[config.mk]
export PLATFORM = sky130hd
export DESIGN_NAME = regfile_param
export DESIGN_NICKNAME = d
export VERILOG_FILES = /design/src/rtl/regfile_param.sv
export SDC_FILE = /design/constraint.sdc
export NUM_CORES = 1
export LEC_CHECK = 0
export ABC_AREA = 1
export CAP_MARGIN = 0
export CORE_UTILIZATION = 35
export CTS_CLUSTER_DIAMETER = 120
export DETAILED_ROUTE_END_ITERATION = 7
export PLACE_DENSITY = 0.61
export SLEW_MARGIN = 30
export SYNTH_ARGS = -nofsm -noshare
export SYNTH_HDL_FRONTEND = slang
export SYNTH_SLANG_ARGS = --single-unit
[constraint.sdc]
create_clock -name clk -period 12.3 [get_ports clk]
set_clock_uncertainty 0.05 [all_clocks]
set_input_delay 2.46 -clock clk [delete_from_list [all_inputs] [get_ports clk]]
set_output_delay 2.46 -clock clk [all_outputs]
set_load 0.02 [all_outputs]
[src/rtl/regfile_param.sv]
// Parametrised register file: two write ports (port 1 wins), combinational
// read ports with optional write bypass, and a per-register busy scoreboard.
module regfile_param #(
  parameter int DATA_W   = 16,
  parameter int ADDR_W   = 4,
  parameter int NUM_RD   = 2,
  parameter int ZERO_REG = 1,
  parameter int BYPASS   = 1
) (
  input  logic                       clk,
  input  logic                       rst,
  input  logic [NUM_RD*ADDR_W-1:0]   rd_addr,
  output logic [NUM_RD*DATA_W-1:0]   rd_data,
  output logic [NUM_RD-1:0]          rd_busy,
  input  logic                       wr_en0,
  input  logic [ADDR_W-1:0]          wr_addr0,
  input  logic [DATA_W-1:0]          wr_data0,
  input  logic                       wr_en1,
  input  logic [ADDR_W-1:0]          wr_addr1,
  input  logic [DATA_W-1:0]          wr_data1,
  input  logic                       busy_set,
  input  logic [ADDR_W-1:0]          busy_addr,
  output logic [(2**ADDR_W)-1:0]     busy_vec
);

  localparam int NREG = 2**ADDR_W;

  logic [DATA_W-1:0] w_regs [NREG];
  logic [NREG-1:0]   w_busy;

  for (genvar g = 0; g < NREG; g++) begin : g_reg
    localparam logic [ADDR_W-1:0] IDX = ADDR_W'(g);
    if (ZERO_REG != 0 && g == 0) begin : g_zero
      assign w_regs[g] = '0;
      assign w_busy[g] = 1'b0;
    end else begin : g_store
      logic [DATA_W-1:0] r_q;
      logic              r_b;
      logic              w_hit0;
      logic              w_hit1;

      assign w_hit0 = wr_en0 && (wr_addr0 == IDX);
      assign w_hit1 = wr_en1 && (wr_addr1 == IDX);

      always_ff @(posedge clk or posedge rst) begin
        if (rst) begin
          r_q <= '0;
          r_b <= 1'b0;
        end else begin
          if (w_hit1)      r_q <= wr_data1;
          else if (w_hit0) r_q <= wr_data0;
          // a newly issued producer outranks a completing write
          if (busy_set && (busy_addr == IDX)) r_b <= 1'b1;
          else if (w_hit0 || w_hit1)          r_b <= 1'b0;
        end
      end

      assign w_regs[g] = r_q;
      assign w_busy[g] = r_b;
    end
  end

  for (genvar p = 0; p < NUM_RD; p++) begin : g_rd
    logic [ADDR_W-1:0] w_addr;
    logic [DATA_W-1:0] w_data;
    logic              w_bsy;

    assign w_addr = rd_addr[p*ADDR_W +: ADDR_W];

    always_comb begin
      w_data = w_regs[w_addr];
      w_bsy  = w_busy[w_addr];
      if (ZERO_REG != 0 && w_addr == '0) begin
        w_data = '0;
        w_bsy  = 1'b0;
      end else if (BYPASS != 0 && wr_en1 && wr_addr1 == w_addr) begin
        w_data = wr_data1;
        w_bsy  = 1'b0;
      end else if (BYPASS != 0 && wr_en0 && wr_addr0 == w_addr) begin
        w_data = wr_data0;
        w_bsy  = 1'b0;
      end
    end

    assign rd_data[p*DATA_W +: DATA_W] = w_data;
    assign rd_busy[p]                  = w_bsy;
  end

  assign busy_vec = w_busy;

endmodule

==> results.md <==
- Placed cell count: 3383
- Wire length of the first global-routing pass: 131 mm
- Post-synthesis cell count: 2790
- Final wirelength: 89.0 mm
- Max Cap Violations: 0
- Yosys warnings: 0
- Final Max Slew Viols: 0
- Critical path required time: 9.79 ns
- Setup TNS: 0 ns
- Initial antenna violation count: 4
- Seq/Total Area, Yosys: 0.357
- Period minus WS final: 9.13 ns
- Fmax: 110 MHz
- CP Cell Sequence: buf_4 -> clkinv_2 -> buf_4 -> nand2_1 -> nand3_1 -> nand3_1 -> nand3_1 -> nand2_1 -> nand2_1 -> a21oi_1 -> clkdlybuf4s50_1
- Die area: 0.0520 mm2
- Family with the most delay on the worst path: buffers and inverters
- 1st-iter DRT viols: 3687
- Hold slack: 0.456 ns
- Synth area leaders: dfrtp_1, nand2_1, o21ai_0, nand3_1, inv_1
- Post-Syn Area: 0.0179 mm2
- Non-Filler Instances: 3436
- HPWL Detailed: 57.2 mm
- P per Cell Area: 147 mW/mm2
- Core Area: 0.0503 mm2
- Period Utilization, post-route: 0.742
- Int Power: 1840 uW
- Cell with the most instances after synthesis: nand2_1
- Syn Area/Cell: 6.41 um2
- Worst-Skew Late Latency: 0.61 ns
- Die height: 228 um
- Final Hold Viols: 0
- Final Wtd Congestion: 1.02
- Placed Area: 0.0191 mm2
- P&R area growth vs syn: 12.2%
- Top FF cell, synth: dfrtp_1
- Crit Path Max Fanout: 67
- Congestion Overflow GR: 0
- Number of setup buffers added after CTS: 0
- Reg2Reg Setup Slack: 11.45 ns
- Layout cells sized above 1: 0.0511
- Unrepaired setup endpoints after global routing: false
- CTS tree: done
- Worst Path Buf+Inv: 4
- Status: complete, no violations
- Slew HR: 0.318
- Worst slack at placement: 3.49 ns
- Sequential share of power: 0.393
- Die W: 228 um
- Register area: 0.00638 mm2
- Switching Power: 1110 uW
- Post-route antenna net violation count: 0
- Routed len/inst: 25.9 um
- Rows: 82
- #FFs+latches synth: 255
- Max Root-Sink Buffers: 3
- Vias per cell: 6.14
- CP max stage delay: 0.96 ns
- Async set-reset flop share out of synthesis: 1.00
- Post-CTS Resized: 0
- Area of the multi-input gates: 0.00953 mm2
- Ports: 107
- Leakage: 0.00954 uW
- Syn nets: 2847
- Clock power share: 0.298
- Number of global-route vias before repair: 19700
- HP Class: reg2reg
- Crit-path slowest cell: clkinv_2
- Via Count: 21100
- Largest net degree at the start of global routing: 137
- Nets: 2800
- EDFF count, synth: 0
- Cell accounting for the most synthesized area: dfrtp_1
- Hold_buf cts: 0
- Starting density of the core: 0.356
- Detailed Routing Iterations Pass 1: 6
- Maximum VDD drop: 0.000113 V
- Top post-synthesis cells by count: nand2_1, o21ai_0, nand3_1, dfrtp_1, inv_1
- Sw Ratio: 0.378
- Clk root buf: clkbuf_16
- Critical Path AT: 6.62 ns
- CP Class: in2out
- Total of fill cells in the finished design: 5334
- CTS Buf Count: 30
- Setup violators final: 0
- CTS sink count: 255
- Worst slew pin tran: 1.02 ns
- Clock-pin slew on the worst setup and hold paths: 0.06 ns
- Comb pwr share: 0.310
- CTS H-tree depth: 1
- Worst setup EP type: output port
- Netlist cell types: 36
- CP startpoint kind: input port
- Residual DRC: 0
- Global Route Usage Sum: 0.333
- Final Cell Area: 0.0201 mm2
- Input/output buffers: 105
- Final setup margin: 3.17 ns
- Top-area cell type share of the netlist area: 0.357
power groups by stage:
stage	Sequential (uW)	Combinational, uW	Clock (uW)
2_1_floorplan	1130	592	0
3_3_place_gp	1160	869	0
3_5_place_dp	1170	883	0
4_1_cts	1150	886	881
5_1_grt	1180	994	911
6_report	1160	913	879
cells by family after synthesis:
kind of cell / Yosys count / share of synthesized area
simple gates: 1324 / 0.307
compound gates: 720 / 0.223
buf+inv: 489 / 0.112
flops: 255 / 0.357
xor+xnor: 1 / 0.000490
other cells: 1 / 0.000210
cell type report:
| type | count | share of cell area |
|---|---|---|
| Clock inverter | 10 | 0.00430 |
| Multi-Input combinational cell | 2046 | 0.475 |
| Tap cell | 672 | 0.0419 |
| Clock buffer | 40 | 0.0413 |
| Antenna cell | 3 | 0.000374 |
| Timing Repair Buffer | 155 | 0.0705 |
| Inverter | 255 | 0.0486 |
| Sequential cell | 255 | 0.318 |
path summary, 6_finish.rpt:
| check | start | endpoint | cells past startpoint |
|---|---|---|---|
| min reg2reg | g_reg[8].g_store.r_q[15] | g_reg[8].g_store.r_q[15] | 2 |
| min in group asynchronous | rst | g_reg[10].g_store.r_q[14] | 2 |
| max reg2reg | g_reg[10].g_store.r_q[11] | g_reg[10].g_store.r_q[11] | 2 |
| max | rd_addr[0] | rd_data[14] | 11 |
| min | g_reg[8].g_store.r_q[15] | g_reg[8].g_store.r_q[15] | 2 |
| max in group asynchronous | rst | g_reg[5].g_store.r_q[3] | 3 |
registers in the layout (all words and copies together) (netlist names):
signal,cells
g.g_store.r_q,240
g.g_store.r_b,15
stage by stage:
step           power, uW  utilization
3_3_place_gp        2030        0.380
3_5_place_dp        2050        0.380
5_1_grt             3090        0.399
2_1_floorplan       1730            -
4_1_cts             2920        0.399
6_report            2950        0.399
layout by cell type, fill, tap and decap left out, drive strengths merged, types with 2 or more instances in the layout:
master	Yosys	final
nand2	800	800
o21ai	463	463
nand3	346	346
dfrtp	255	255
inv	254	250
nor2	173	173
a21oi	108	108
clkdlybuf4s50	0	101
o22ai	60	60
buf	117	54
o221ai	45	45
clkbuf	117	40
o211ai	34	34
clkinv	1	14
diode	0	3
a32o	3	3
nor3	3	3
o31ai	2	2
a22o	2	2
a31oi	2	2
worst register-to-register path: cells and delay by family, from the launching register on:
family | cells | cell delay, ns
compound gates | 1 | 0.12
flops | 1 | 0.36
buf+inv | 1 | 0.17
layer usage:
metal	track usage	vias to the layer above	routed length [um]
li1	-	9133	-
met2	0.485	1714	36500
met5	0	-	14
met1	0.435	9862	33500
met3	0.102	375	12900
met4	0.193	2	6020
(Power assumes the default switching activity.)
